File: src/rtl/td4_out_tx_if.sv
// Bus bundle for td4_out_tx: core-side nibble/strobe in, UART line and status out.
// FSM_STATE mirrors the transmitter state register for checkers and debug.
interface td4_out_tx_if;
    logic [3:0] DIN;
    logic       EN;
    logic       TXD;
    logic       BUSY;
    logic       OVF;
    logic [4:0] LEVEL;
    logic [1:0] FSM_STATE;

    // DIN/EN carry no back-pressure: EN is a one-way sample strobe, the core never waits.
    modport master (output DIN, EN, input TXD, BUSY, OVF, LEVEL, FSM_STATE);
    modport slave  (input DIN, EN, output TXD, BUSY, OVF, LEVEL, FSM_STATE);
endinterface

File: src/rtl/td4_out_tx.sv
// TD4 output-port tracer: queues each change of the 4-bit output and sends it as one ASCII hex
// character on an 8N1 UART line. Define TD4_OUT_TX_CRLF_EN to follow every character with CR, LF.
module td4_out_tx #(
    parameter int CLKS_PER_BIT = 16,
    parameter int FIFO_DEPTH   = 4
) (
    input  logic         CLK,
    input  logic         RSTB,
    td4_out_tx_if.slave  bus
);

    localparam int AW = $clog2(FIFO_DEPTH);
    localparam int CW = $clog2(CLKS_PER_BIT);
    localparam logic [CW-1:0] BIT_LAST = CW'(CLKS_PER_BIT - 1);
    localparam logic [AW:0]   FULL_LVL = (AW+1)'(FIFO_DEPTH);

    typedef enum logic [1:0] {IDLE = 2'd0, START = 2'd1, DATA = 2'd2, STOP = 2'd3} state_t;

    state_t        state;
    logic [CW-1:0] cnt;
    logic [2:0]    bit_idx;
    logic [7:0]    shreg;
    logic          txd;

    logic [3:0]    mem [FIFO_DEPTH];
    logic [AW:0]   wr_ptr;
    logic [AW:0]   rd_ptr;
    logic [AW:0]   level;
    logic          full;
    logic          empty;
    logic [3:0]    held;
    logic          held_valid;
    logic          ovf;
    logic          push_req;
    logic          push;
    logic          pop;
    logic [3:0]    head;

`ifdef TD4_OUT_TX_CRLF_EN
    // 0: next frame comes from the FIFO, 1: CR is due, 2: LF is due
    logic [1:0]    crlf_step;
`endif

    function automatic logic [7:0] hex_ascii(input logic [3:0] n);
        return (n < 4'd10) ? (8'h30 + {4'h0, n}) : (8'h37 + {4'h0, n});
    endfunction

    assign level    = wr_ptr - rd_ptr;
    assign full     = (level == FULL_LVL);
    assign empty    = (level == '0);
    assign head     = mem[rd_ptr[AW-1:0]];
    assign push_req = bus.EN && (!held_valid || (bus.DIN != held));
`ifdef TD4_OUT_TX_CRLF_EN
    assign pop      = (state == IDLE) && (crlf_step == 2'd0) && !empty;
`else
    assign pop      = (state == IDLE) && !empty;
`endif
    // A slot freed by a same-edge pop makes room even when the queue is full.
    assign push     = push_req && (!full || pop);

    always_ff @(posedge CLK or negedge RSTB) begin
        if (!RSTB) begin
            wr_ptr     <= '0;
            rd_ptr     <= '0;
            held       <= 4'h0;
            held_valid <= 1'b0;
            ovf        <= 1'b0;
        end else begin
            if (push) wr_ptr <= wr_ptr + 1'b1;
            if (pop)  rd_ptr <= rd_ptr + 1'b1;
            if (push_req && !push) ovf <= 1'b1;
            if (bus.EN) begin
                held       <= bus.DIN;
                held_valid <= 1'b1;
            end
        end
    end

    always_ff @(posedge CLK) begin
        if (push) mem[wr_ptr[AW-1:0]] <= bus.DIN;
    end

    always_ff @(posedge CLK or negedge RSTB) begin
        if (!RSTB) begin
            state   <= IDLE;
            cnt     <= '0;
            bit_idx <= 3'd0;
            shreg   <= 8'h00;
            txd     <= 1'b1;
`ifdef TD4_OUT_TX_CRLF_EN
            crlf_step <= 2'd0;
`endif
        end else begin
            case (state)
                IDLE: begin
                    txd <= 1'b1;
                    cnt <= '0;
`ifdef TD4_OUT_TX_CRLF_EN
                    if (crlf_step != 2'd0) begin
                        shreg     <= (crlf_step == 2'd1) ? 8'h0D : 8'h0A;
                        crlf_step <= (crlf_step == 2'd1) ? 2'd2 : 2'd0;
                        txd       <= 1'b0;
                        state     <= START;
                    end else if (pop) begin
                        shreg     <= hex_ascii(head);
                        crlf_step <= 2'd1;
                        txd       <= 1'b0;
                        state     <= START;
                    end
`else
                    if (pop) begin
                        shreg <= hex_ascii(head);
                        txd   <= 1'b0;
                        state <= START;
                    end
`endif
                end
                START: begin
                    if (cnt == BIT_LAST) begin
                        cnt     <= '0;
                        bit_idx <= 3'd0;
                        txd     <= shreg[0];
                        state   <= DATA;
                    end else begin
                        cnt <= cnt + 1'b1;
                    end
                end
                DATA: begin
                    if (cnt == BIT_LAST) begin
                        cnt <= '0;
                        if (bit_idx == 3'd7) begin
                            txd   <= 1'b1;
                            state <= STOP;
                        end else begin
                            bit_idx <= bit_idx + 1'b1;
                            shreg   <= shreg >> 1;
                            txd     <= shreg[1];
                        end
                    end else begin
                        cnt <= cnt + 1'b1;
                    end
                end
                STOP: begin
                    if (cnt == BIT_LAST) begin
                        cnt   <= '0;
                        state <= IDLE;
                    end else begin
                        cnt <= cnt + 1'b1;
                    end
                end
                default: state <= IDLE;
            endcase
        end
    end

    assign bus.TXD       = txd;
    assign bus.OVF       = ovf;
    assign bus.LEVEL     = 5'(level);
    assign bus.FSM_STATE = state;
`ifdef TD4_OUT_TX_CRLF_EN
    assign bus.BUSY      = (state != IDLE) || !empty || (crlf_step != 2'd0);
`else
    assign bus.BUSY      = (state != IDLE) || !empty;
`endif

endmodule

File: src/flat_wrapper.sv
// flat-port wrapper written by rule: the top's interface ports become plain ports
module td4_out_tx_flat 
#(
    parameter int CLKS_PER_BIT = 16,
    parameter int FIFO_DEPTH   = 4
)
  (CLK, RSTB, bus_DIN, bus_EN, bus_TXD, bus_BUSY, bus_OVF, bus_LEVEL, bus_FSM_STATE);
  td4_out_tx_if bus_i ();
  input  logic CLK;
  input  logic RSTB;
  input wire logic [$bits(bus_i.DIN)-1:0] bus_DIN;
  input wire logic [$bits(bus_i.EN)-1:0] bus_EN;
  output wire logic [$bits(bus_i.TXD)-1:0] bus_TXD;
  output wire logic [$bits(bus_i.BUSY)-1:0] bus_BUSY;
  output wire logic [$bits(bus_i.OVF)-1:0] bus_OVF;
  output wire logic [$bits(bus_i.LEVEL)-1:0] bus_LEVEL;
  output wire logic [$bits(bus_i.FSM_STATE)-1:0] bus_FSM_STATE;
  assign bus_i.DIN = bus_DIN;
  assign bus_i.EN = bus_EN;
  assign bus_TXD = bus_i.TXD;
  assign bus_BUSY = bus_i.BUSY;
  assign bus_OVF = bus_i.OVF;
  assign bus_LEVEL = bus_i.LEVEL;
  assign bus_FSM_STATE = bus_i.FSM_STATE;
  td4_out_tx #(.CLKS_PER_BIT(CLKS_PER_BIT), .FIFO_DEPTH(FIFO_DEPTH)) u_core (.CLK(CLK), .RSTB(RSTB), .bus(bus_i));
endmodule
File: config.mk
export PLATFORM = sky130hd
export DESIGN_NAME = td4_out_tx_flat
export DESIGN_NICKNAME = d
export VERILOG_FILES = /design/src/rtl/td4_out_tx_if.sv /design/src/rtl/td4_out_tx.sv /design/src/flat_wrapper.sv
export SDC_FILE = /design/constraint.sdc
export NUM_CORES = 1
export LEC_CHECK = 0
export CAP_MARGIN = 20
export CORE_ASPECT_RATIO = 1.2
export CORE_MARGIN = 2
export CORE_UTILIZATION = 33
export DETAILED_ROUTE_END_ITERATION = 10
export PLACE_DENSITY = 0.54
export SETUP_SLACK_MARGIN = 0.15
export SYNTH_ARGS = -nofsm -noshare
export SYNTH_HDL_FRONTEND = slang
export SYNTH_SLANG_ARGS = --single-unit
File: constraint.sdc
create_clock -name CLK -period 2.1 [get_ports CLK]
set_input_delay 0.42 -clock CLK [delete_from_list [all_inputs] [get_ports CLK]]
set_output_delay 0.42 -clock CLK [all_outputs]
set_load 0.05 [all_outputs]
# Yosys cells after proc, flatten, opt, wreduce, memory -nomap -nowiden
# Memory sizes are Yosys's and may differ from the RTL's.
# Index checks and enable logic that the tools add are counted.
[classes] add_sub_neg=7 magnitude_cmp=1 n_eq_ne=13 mux=24 n_reduce_logical=22
[ops] operator="8-bit 2-to-1 mux" n=4
[ops] operator="8-bit case mux with 2 select lines" n=1
[ops] operator="6-bit by 4-bit adder with 7-bit output (first input constant)" n=2
[ops] operator="2-bit 2-to-1 mux" n=5
[ops] operator="2-bit by 1-bit != test with 1-bit output (second input constant)" n=5
[ops] operator="3-bit by 1-bit adder with 3-bit output (second input constant)" n=3
[ops] operator="3-bit 2-to-1 mux" n=3
[ops] operator="2-bit case mux with 4 select lines" n=1
[ops] operator="4-bit case mux with 2 select lines" n=1
[ops] operator="4-bit AND reduction" n=2
[ops] operator="3-bit equality test (second input constant)" n=2
[ops] operator="1-bit 2-to-1 mux" n=6
[ops] operator="3-bit case mux with 2 select lines" n=1
[ops] operator="2-bit nonzero test" n=3
[ops] operator="5-bit AND reduction" n=1
[ops] operator="4-bit by 1-bit adder with 4-bit output (second input constant)" n=1
[ops] operator="2-bit equality test (second input constant)" n=2
[ops] operator="4-bit equality test (second input constant)" n=1
[ops] operator="1-bit logical AND" n=4
[ops] operator="1-bit logical NOT" n=4
[ops] operator="4-bit < comparator (second input constant)" n=1
[ops] operator="4-bit 2-to-1 mux" n=1
[ops] operator="4-bit != test" n=1
[ops] operator="3-bit logical NOT" n=1
[ops] operator="9 further kinds" n=11
[word_totals] reg_bits=30 ram_bits=16 wordCells=78 n_memories=1
[memory_table] name="u_core.mem" words=4 word_bits=4 read_ports=1 rd_clocked_by_memory_dff=0 wr=1 line_no="td4_out_tx.sv:25" text="logic [3:0] mem [FIFO_DEPTH];"

# Logic depth before layout (Yosys ltp)
# Gate-level depths: netlist of run 1.
[logic_depth] depth_word=8 mapped_depth=9 mapped_depth_nobuf=8

# Least setup slack after synthesis of run 1
# No wires, ideal clock.
[synth_path] kind="register to register" startpoint="reg u_core.wr_ptr[0]" endpoint="reg u_core.rd_ptr[1]" setup_ns=0.125 arrival_ns=2.181 required_ns=1.975 slack_ns=-0.206 stages_incl_launch_ff=8 path_buffers=0 path_cell_list="dfrtp_1 > inv_1 > ha_1 > fa_1 > xnor3_1 > inv_1 > o21ai_1 > mux2_2"
[synth_between] elab_chain_cells=4
[synth_rtl] item="start: declaration" line_no="td4_out_tx.sv:26" text="logic [AW:0] wr_ptr;"
[synth_rtl] item="start signal: assignment" line_no="td4_out_tx.sv:69" text="if (push) wr_ptr <= wr_ptr + 1'b1;"
[synth_rtl] item="3-bit subtractor" line_no="td4_out_tx.sv:48" text="assign level = wr_ptr - rd_ptr;"
[synth_rtl] item="via bus_LEVEL[2]" line_no="flat_wrapper.sv:16" text="output wire logic [$bits(bus_i.LEVEL)-1:0] bus_LEVEL;"
[synth_rtl] item="3-bit logical NOT" line_no="td4_out_tx.sv:50" text="assign empty = (level == '0);"
[synth_rtl] item="1-bit logical NOT" line_no="td4_out_tx.sv:56" text="assign pop = (state == IDLE) && !empty;"
[synth_rtl] item="1-bit logical AND" line_no="td4_out_tx.sv:56"
[synth_rtl] item="end signal: assignment" line_no="td4_out_tx.sv:70" text="if (pop) rd_ptr <= rd_ptr + 1'b1;"
[synth_rtl] item="end: declaration" line_no="td4_out_tx.sv:27" text="logic [AW:0] rd_ptr;"
# The timed path passes the listed nets, and every way through them passes these cells.
# A chain may end at the register's enable or synchronous reset.

# Worst setup path in the final report of run 1
[layout_path] startpoint="reg u_core.wr_ptr[0]" endpoint="out bus_BUSY"
[layout_between] elab_chain_cells=4
[layout_rtl] item="3-bit subtractor" line_no="td4_out_tx.sv:48"
[layout_rtl] item="3-bit logical NOT" line_no="td4_out_tx.sv:50"
[layout_rtl] item="1-bit logical NOT" line_no="td4_out_tx.sv:163" text="assign bus.BUSY = (state != IDLE) || !empty;"
[layout_rtl] item="1-bit logical OR" line_no="td4_out_tx.sv:163"
[layout_rtl] item="end: declaration" line_no="flat_wrapper.sv:14" text="output wire logic [$bits(bus_i.BUSY)-1:0] bus_BUSY;"
# No other way between the ends.

==> results of run 1 <==
[registers in the layout (all words and copies together) (netlist names)]
signal / flops
u_core.rd_ptr: 3
u_core.bus.FSM_STATE: 2
u_core.bus.TXD: 1
u_core.cnt: 4
u_core.bit_idx: 3
u_core.held: 4
u_core.wr_ptr: 3
u_core.shreg: 7
u_core.held_valid: 1
u_core.mem: 16
u_core.bus.OVF: 1
[per-stage QoR]
stage | setup TNS, ps | hold WS, ps | cells | worst slack (ps) | area, sq um
after CTS | -1040 | 486 | 320 | -257 | 3010
after global routing | -6280 | 499 | 324 | -300 | 3100
after detailed placement | -1530 | 464 | 303 | -98.7 | 2720
after global placement | -509 | 468 | 303 | -37.0 | 2720
after floorplan | -1170 | 124 | 189 | -80.6 | 2310
final | -3310 | 468 | 324 | -241 | 3100
[cell families after synthesis]
logic type                 after synthesis  share of synthesized area (%)
DFF                                     45                           53.4
and+or+nand+nor                         44                           9.51
AOI/OAI and AO/OA                       36                           10.5
buffers and inverters                   23                           4.54
adders and majority gates               16                           9.18
muxes                                   12                           7.85
xor gates and xnor gates                11                           4.87
other                                    1                          0.166
[timing repair]
action                     CTS  global route
setup endpoints to repair   35            35
gates resized for setup     23            16
gates cloned                 1             0
hold endpoints to repair     0             0
pin swaps                    5             1
setup buffers                8             4
[layout make-up]
class / instances / area share (%)
sequential: 45 / 39.0
multi-input combinational: 121 / 35.2
timing repair buffer: 49 / 16.0
tap: 87 / 3.51
clock buffer: 5 / 2.22
clock inverter: 3 / 2.22
inverter: 14 / 1.90
[worst min-delay path, stage by stage (launching register included)]
cell     delay, ps
dfstp_2        380
nand2_1         40
o21ai_1         50
[cell usage in the layout, fill, tap and decap left out, drive strengths merged, types with 2 or more instances in the layout]
cell / netlist / final
mux4: 4 / 4
and2: 4 / 4
bufinv: 0 / 2
clkdlybuf4s50: 0 / 7
a21o: 2 / 2
clkbuf: 5 / 5
nor2b: 2 / 2
inv: 14 / 14
nand3: 2 / 2
a22o: 3 / 3
buf: 4 / 39
dfrtp: 28 / 28
a21oi: 5 / 5
xor2: 5 / 5
edfxtp: 16 / 16
mux2i: 2 / 2
ha: 15 / 15
nor2: 5 / 5
o21ai: 16 / 16
a311oi: 2 / 2
dlygate4sd2: 0 / 3
conb: 1 / 2
mux2: 6 / 6
o21bai: 2 / 2
xnor2: 5 / 5
nand2: 21 / 21
nor3: 3 / 3
[per-layer routing]
| layer | up-vias | part of all wire [%] | track usage (%) |
|---|---|---|---|
| li1 | 748 | - | - |
| met1 | 735 | 42 | 15.0 |
| met2 | 18 | 54 | 23.0 |
| met3 | 4 | 2.6 | 3.15 |
| met4 | 0 | 1.0 | 4.31 |
| met5 | - | 0 | 0 |
[path summary, 6_finish.rpt]
path	to	depth (start not counted)
max	bus_BUSY	7
min	u_core.bus.TXD$_DFFE_PN1P_	2
max reg2reg	u_core.shreg[4]$_DFFE_PN0P_	11
min reg2reg	u_core.bus.TXD$_DFFE_PN1P_	2
max in group asynchronous	u_core.bus.TXD$_DFFE_PN1P_	2
min in group asynchronous	u_core.bit_idx[0]$_DFFE_PN0P_	2
==> metrics, run 1 <==
DR iter-0 viols=59; Initial Util=33.6%; vias in the first global route=1,585; Multi-input gate area=1090 sq um; number of I/O pins=17; Final HPWL DP=3040 microns; number of buffers added on ports=14; crit-path cells=inv_2, ha_4, fa_2, xnor3_1, and4_4, clkinvlp_4, buf_12; warnings from Yosys=0; layout cell share with drive strength beyond 1=38.0%; outcome=finished with violations; Crit path buffers/inverters=3; post-synth top area cell=dfrtp_1; Via density=4.65; final wirelength=4290 microns; # setup viols final=31; Crit path arrival time=1920 ps; syn avg cell area=12.0 sq um; DIE WIDTH=79.6 microns; failing checks=setup timing; internal reg-to-reg setup slack=-200 ps; clock latency on the worst-skew pair=310 ps; DIE HEIGHT=94.7 microns; family with the most delay on the worst path=adder cells; CTS H-tree depth=2; Post-Syn Area=2260 sq um; slowest CP cell=dfrtp_1; EDFF count, synth=16; Fmax=427 MHz; Max transition margin=66.8%; worst hold-check path type=reg2reg; clock buffer count from CTS=5; sequential element share of the synthesized area=53.4%; beginning of the worst hold path=u_core.bus.TXD$_DFFE_PN1P_; total global routing overflow=0; Worst Path Max Fanout=2; Area growth syn-to-layout=36.9%; Crit. End Element=primary output; CTS tree=yes; routability cong.=0.752; fillcell total=614; max_cap viols=0; cells after synthesis=188; Synth top cells by count=dfrtp_1, nand2_1, edfxtp_1, ha_1, inv_1; CTS max path bufs=2; first-pass GRT wire length=7440 microns; number of core rows=33; Distinct cells, synth=46; ys flop type=dfrtp_1; Hold-fix buffers, CTS=0; Worst-path clk slew=90 ps; post-synthesis register bit count=45; Seq. cell area=1210 sq um; Die ar.=7540 sq um; Crit Reg-Reg Startpoint=u_core.wr_ptr[0]$_DFFE_PN0P_; worst setup margin=-241 ps; initial antenna violation count=0; final hold vios=0; Final #Nets=259; largest net degree at the start of global routing=30; # DRC=0; WS Path Type=reg2out; Slew Viols, Final=0; CP startpoint kind=flip-flop; CTS sink count=45; Setup crit start=u_core.wr_ptr[0]$_DFFE_PN0P_; ANT cells=0; DRT antenna net count=0; Final period util=111%; ys async rst share=64.4%; Avg WL per Cell=13.2 microns; Final Util=46.0%; WP data required=1680 ps; Setup Skew=9.75 ps; Clock Tree Root=clkbuf_8; global-route usage over all layers=12.9%; slowest stage delay, CP=370 ps; Worst-Margin Slew=496 ps; total vias in the final route=1,505; RSZ-0062 raised after global routing=yes; min Tclk post-route=2340 ps; core area=6730 sq um; Pre-antenna DRT Iters=4; Area contributors post-synth=dfrtp_1, edfxtp_1, ha_1; count leader, synth=dfrtp_1; top cell type's share of synthesized area=31.0%
Power of run 1 is left out: the tool's default activity adds up to more than one toggle a clock period on the data nets, which glitch-free logic cannot reach.
==> run 2, diff against run 1 <==
Settings changed: CAP_MARGIN 20 to unset, CELL_PAD_IN_SITES_DETAIL_PLACEMENT set to 0, CELL_PAD_IN_SITES_GLOBAL_PLACEMENT set to 1, GPL_TIMING_DRIVEN set to 0, PLACE_DENSITY 0.54 to 0.63.
==> metrics, run 2 (synthesized netlist as in run 1, its figures left out) <==
outcome=finished with violations; failing checks=setup timing; worst slack, placed=-677 ps (-579 ps); Hold-fix buffers, CTS=0 (unchanged); number of buffers added on ports=13 (-1); number of core rows=33 (unchanged); Final #Nets=250 (-3.5%); ANT cells=0 (unchanged); final hold vios=0 (unchanged); worst setup margin=-247 ps (-5.75 ps); number of I/O pins=17 (unchanged); clock latency on the worst-skew pair=290 ps (-20 ps); Worst-path clk slew=90 ps (about the same); worst hold-check path type=in2async; routability cong.=0.715 (-5.0%); Setup Skew=7.94 ps (-1.81 ps); Area growth syn-to-layout=28.9%; min Tclk post-route=2350 ps (+5.75 ps); total global routing overflow=0 (unchanged); total vias in the final route=1,488 (-1.1%); largest net degree at the start of global routing=30 (unchanged); DR iter-0 viols=44 (-25%); Pre-antenna DRT Iters=4 (unchanged); Final HPWL DP=2910 microns (-4.3%); Worst Path Max Fanout=2 (unchanged); fillcell total=648 (+5.5%); Initial Util=33.6% (unchanged); Multi-input gate area=1060 sq um (-3.2%); slowest stage delay, CP=420 ps (+50 ps); WP data required=1680 ps (about the same); DIE WIDTH=79.6 microns (unchanged); CTS max path bufs=2 (unchanged); CTS sink count=45 (unchanged); family with the most delay on the worst path=adder cells; commonest non-fill, non-tap cells in the layout=dfrtp_1, nand2_1, edfxtp_1, ha_1, buf_4; first-pass GRT wire length=7340 microns (-1.3%); final wirelength=4330 microns (+0.93%); Final period util=112% (+0.27 points); Via density=4.72 (+1.7%); WS Path Type=reg2out; Avg WL per Cell=13.7 microns (+3.8%); Slew Viols, Final=0 (unchanged); Fmax=426 MHz (-0.24%); CTS H-tree depth=2 (unchanged); DRT antenna net count=0 (unchanged); max reg flops=16 (unchanged); commonest non-fill, non-tap cell in the layout=dfrtp_1; Worst-Margin Slew=681 ps (+185 ps); core area=6730 sq um (unchanged); CP startpoint kind=flip-flop; max_cap viols=0 (unchanged); Crit path buffers/inverters=2 (-1); Crit path arrival time=1930 ps (about the same); Clock Tree Root=clkbuf_8; Die ar.=7540 sq um (unchanged); # DRC=0 (unchanged); CTS tree=yes; RSZ-0062 raised after global routing=yes; Seq. cell area=1210 sq um (+0.10%); slowest CP cell=dfrtp_1; layout cell share with drive strength beyond 1=33.8% (-4.2 points); clock buffer count from CTS=5 (unchanged); Max transition margin=54.6% (-12 points); vias in the first global route=1,553 (-2.0%); # setup viols final=29 (-6.5%); Crit. End Element=primary output; crit-path cells=ha_4, fa_2, xnor3_1, and4_4, clkinvlp_4, buf_6; initial antenna violation count=0 (unchanged); DIE HEIGHT=94.7 microns (unchanged); global-route usage over all layers=12.7% (-0.21 points)
run 2: cell count changes in the layout (fill, tap and decap cells not counted), sizes merged:
| cell | before | now |
|---|---|---|
| buf | 39 | 26 |
| clkbuf | 5 | 10 |
| clkdlybuf4s15 | 0 | 1 |
| clkdlybuf4s50 | 7 | 5 |
| clkinv | 0 | 1 |
| inv | 14 | 13 |
run 2: path summary, 6_finish.rpt:
| path | from | end | slack (ps) | cells past startpoint |
|---|---|---|---|---|
| worst max register to register | u_core.rd_ptr[0]$_DFFE_PN0N_ | u_core.mem[3][1]$_DFFE_PP_ | -180 | 7 |
| max in group asynchronous | RSTB | u_core.rd_ptr[1]$_DFFE_PN0N_ | 1460 | 1 |
| min in group CLK | u_core.rd_ptr[2]$_DFFE_PN0N_ | u_core.rd_ptr[2]$_DFFE_PN0N_ | 470 | 1 |
| worst min register to register | u_core.rd_ptr[2]$_DFFE_PN0N_ | u_core.rd_ptr[2]$_DFFE_PN0N_ | 470 | 1 |
| worst min-delay path | RSTB | u_core.cnt[3]$_DFF_PN0_ | 160 | 1 |
| worst max-delay path | u_core.rd_ptr[0]$_DFFE_PN0N_ | bus_BUSY | -250 | 6 |
run 2: cell type report:
cell class                      count  area share, %
Multi-Input combinational cell    121           36.2
Timing Repair Buffer               31           10.0
Inverter                           14           2.02
Tap cell                           87           3.73
Buffer                              9           1.97
Clock buffer                        5           2.36
Sequential cell                    45           41.4
Clock inverter                      3           2.23
run 2: repair_timing:
action,CTS,global route
setup buffers,15,2
gates resized for setup,53,6
cloned,1,0
pin swaps,15,5
endpoints found under the setup margin,37,34
run 2: per-layer routing:
| metal | share of wire, % | vias up | track usage, % |
|---|---|---|---|
| met1 | 40 | 731 | 13.6 |
| li1 | - | 731 | - |
| met4 | 1.1 | 0 | 5.03 |
| met5 | 0 | - | 0 |
| met2 | 56 | 22 | 23.9 |
| met3 | 2.6 | 4 | 2.68 |
run 2: worst reg2reg max path, delay by kind of cell (launching register included):
| family | cells | cell delay [ps] |
|---|---|---|
| AO/OA/AOI/OAI | 1 | 360 |
| XOR/XNOR | 1 | 250 |
| adder cells (fa/ha/maj) | 2 | 500 |
| buffers and inverters | 1 | 140 |
| flip-flops | 1 | 420 |
| AND/OR/NAND/NOR | 2 | 330 |
run 2: through the flow:
step	util [%]	hold slack (ps)	instance area, sq um	TNS (ps)	instances
detailed placement	37.8	460	2540	-7710	289
global route	43.3	214	2920	-5500	315
global placement	37.8	458	2550	-7600	289
CTS	42.8	172	2880	-3020	313
finish	43.3	155	2920	-3690	315
floorplan	-	124	2310	-1170	189
Power of run 2 is left out for the same reason.
==> RTL edit, RTL diff (config.mk and constraints of run 1) <==
`CLKS_PER_BIT` is set to 16 in 2 places; all go to 64.
--- a/src/rtl/td4_out_tx.sv
+++ b/src/rtl/td4_out_tx.sv
@@ -1,7 +1,7 @@
 // TD4 output-port tracer: queues each change of the 4-bit output and sends it as one ASCII hex
 // character on an 8N1 UART line. Define TD4_OUT_TX_CRLF_EN to follow every character with CR, LF.
 module td4_out_tx #(
-    parameter int CLKS_PER_BIT = 16,
+    parameter int CLKS_PER_BIT = 64,
     parameter int FIFO_DEPTH   = 4
 ) (
     input  logic         CLK,
--- a/src/flat_wrapper.sv
+++ b/src/flat_wrapper.sv
@@ -1,7 +1,7 @@
 // flat-port wrapper written by rule: the top's interface ports become plain ports
 module td4_out_tx_flat 
 #(
-    parameter int CLKS_PER_BIT = 16,
+    parameter int CLKS_PER_BIT = 64,
     parameter int FIFO_DEPTH   = 4
 )
   (CLK, RSTB, bus_DIN, bus_EN, bus_TXD, bus_BUSY, bus_OVF, bus_LEVEL, bus_FSM_STATE);
Check against the original RTL: same outputs for any inputs over 10 cycles, from zero or initial values and one cycle with RSTB low; that may be too few to reach the edited logic, so the function may still have changed.
==> RTL edit against run 1 <==
  * The flow still finishes with violations (setup timing)
  * Clock skew down 2.1 ps
  * Sequential cell count up 2
  * Design area down 0.65%
  * Area after synthesis up 4.7%
  * Routed wire length up 1.3%
  * Setup slack better by 4.6 ps
  * Critical path type unchanged
  * Largest cell class unchanged
  * Highest routed layer unchanged
==> RTL edit: results (changes against run 1) <==
.. list-table::
   :header-rows: 1

   * - Metric
     - Value
   * - Largest net degree at the start of global routing
     - 32 (was 30)
   * - Share of layout cells above drive strength 1
     - 33.6% (was 38.0%)
   * - DRC violation total after the first TritonRoute iteration
     - 36 (was 59)
   * - Met1 demand-to-capacity share in global routing
     - 14.5% (was 15.0%)
   * - Biggest area contributors in the synthesized netlist
     - sky130_fd_sc_hd__dfrtp_1 (32%), sky130_fd_sc_hd__edfxtp_1 (20%), sky130_fd_sc_hd__ha_1 (7.9%) (was sky130_fd_sc_hd__dfrtp_1 (31%), sky130_fd_sc_hd__edfxtp_1 (21%), sky130_fd_sc_hd__ha_1 (8.3%))
   * - Total length of routed wires
     - 4.34 mm (was 4.29 mm)
   * - Result of the run
     - finished, violations left (unchanged)
   * - Post-route setup slack
     - -236 ps (was -241 ps)
   * - Final Wtd Congestion
     - 0.719 (was 0.752)
   * - Hold path cells
     - 1 (was 2)
   * - Area after DPL
     - 2810 um^2 (was 2720 um^2)
   * - Met3 GRT Util
     - 3.36% (was 3.15%)
   * - GR Util All Layers
     - 12.3% (was 12.9%)
   * - Met2 Track Usage GR
     - 20.7% (was 23.0%)
   * - Crit path max fanout
     - 2 (unchanged)
   * - Met3 Routed Length
     - 115 um (was 113 um)
   * - Vias in the first global route
     - 1553 (was 1585)
   * - Launching instance or port of the critical path
     - u_core.rd_ptr[0] (was u_core.wr_ptr[0])
   * - Synth top cells by count
     - sky130_fd_sc_hd__dfrtp_1 (30), sky130_fd_sc_hd__nand2_1 (20), sky130_fd_sc_hd__edfxtp_1 (16), sky130_fd_sc_hd__ha_1 (15), sky130_fd_sc_hd__inv_1 (12) (was sky130_fd_sc_hd__dfrtp_1 (28), sky130_fd_sc_hd__nand2_1 (21), sky130_fd_sc_hd__edfxtp_1 (16), sky130_fd_sc_hd__ha_1 (15), sky130_fd_sc_hd__inv_1 (14))
   * - Violations in the final reports
     - setup timing (unchanged)
   * - Slowest CP cell
     - sky130_fd_sc_hd__fa_2 (was sky130_fd_sc_hd__dfrtp_1)
   * - Length in cells of the worst reg-to-reg path
     - 7 (was 11)
   * - Final number of setup-violating endpoints
     - 31 (unchanged)
   * - Final hold slack
     - 465 ps (was 468 ps)
   * - Hold Crit Start
     - u_core.cnt[0] (was u_core.bus.TXD)
   * - Hold Path Sink
     - u_core.cnt[0] (was u_core.bus.TXD)
   * - FF-to-FF setup slack
     - -170 ps (was -200 ps)
   * - Routed wl met2
     - 2.28 mm (was 2.32 mm)
   * - Async set or reset register ratio after synthesis
     - 66.0% (was 64.4%)
   * - Placement-stage worst setup slack
     - -109 ps (was -98.7 ps)
   * - Sequential element share of the synthesized area
     - 53.1% (was 53.4%)
   * - Net count of the finished layout
     - 266 (was 259)
   * - CP peak stage delay
     - 540 ps (was 370 ps)
[RTL edit: changes by cell type in the layout (fill, tap and decap cells not counted), moves of 3 or more]
cell	change
sky130_fd_sc_hd__o21ai_2	-3
sky130_fd_sc_hd__nor3_1	+3
sky130_fd_sc_hd__nor2_1	+4
sky130_fd_sc_hd__nand2_4	-3
sky130_fd_sc_hd__nand3_1	+3
[RTL edit: layout make-up]
type	count	area [um^2]
clock buffer	5	68.8
sequential	47	1260
inverter	12	45.0
fill	649	3820
tap	87	109
multi-input combinational	131	1120
clock inverter	3	43.8
timing repair buffer	46	434
[RTL edit: where the power goes]
| part | total [mW] | internal (mW) | switching, mW |
|---|---|---|---|
| clock | 0.678 | 0.355 | 0.323 |
| sequential | 1.43 | 1.25 | 0.176 |
| combinational | 3.45 | 1.72 | 1.72 |
| total | 5.55 | 3.33 | 2.22 |
[RTL edit: cells by family after synthesis]
| kind of cell | Yosys count | share of synthesized area (%) |
|---|---|---|
| xor+xnor | 14 | 5.76 |
| fa+ha+maj | 16 | 8.77 |
| simple gates | 55 | 11.5 |
| flops | 47 | 53.1 |
| compound gates | 31 | 8.87 |
| buf+inv | 19 | 3.75 |
| other cells | 1 | 0.158 |
| mux | 13 | 8.14 |
[RTL edit: metrics by stage]
stage	TNS [ps]	power (mW)	utilization, %	std cells
after CTS	-3770	5.46	43.9	329
after detailed placement	-1280	4.49	40.8	315
after floorplan	-8900	3.34	-	197
final	-3740	5.55	44.6	331
after global placement	-726	4.46	40.8	315
after global routing	-6420	5.95	44.6	331
[RTL edit: timing repair]
action	CTS	global route
gates cloned	1	0
resized for setup	23	11
pin swaps	1	0
buffers inserted	5	2
setup endpoints to repair	35	34
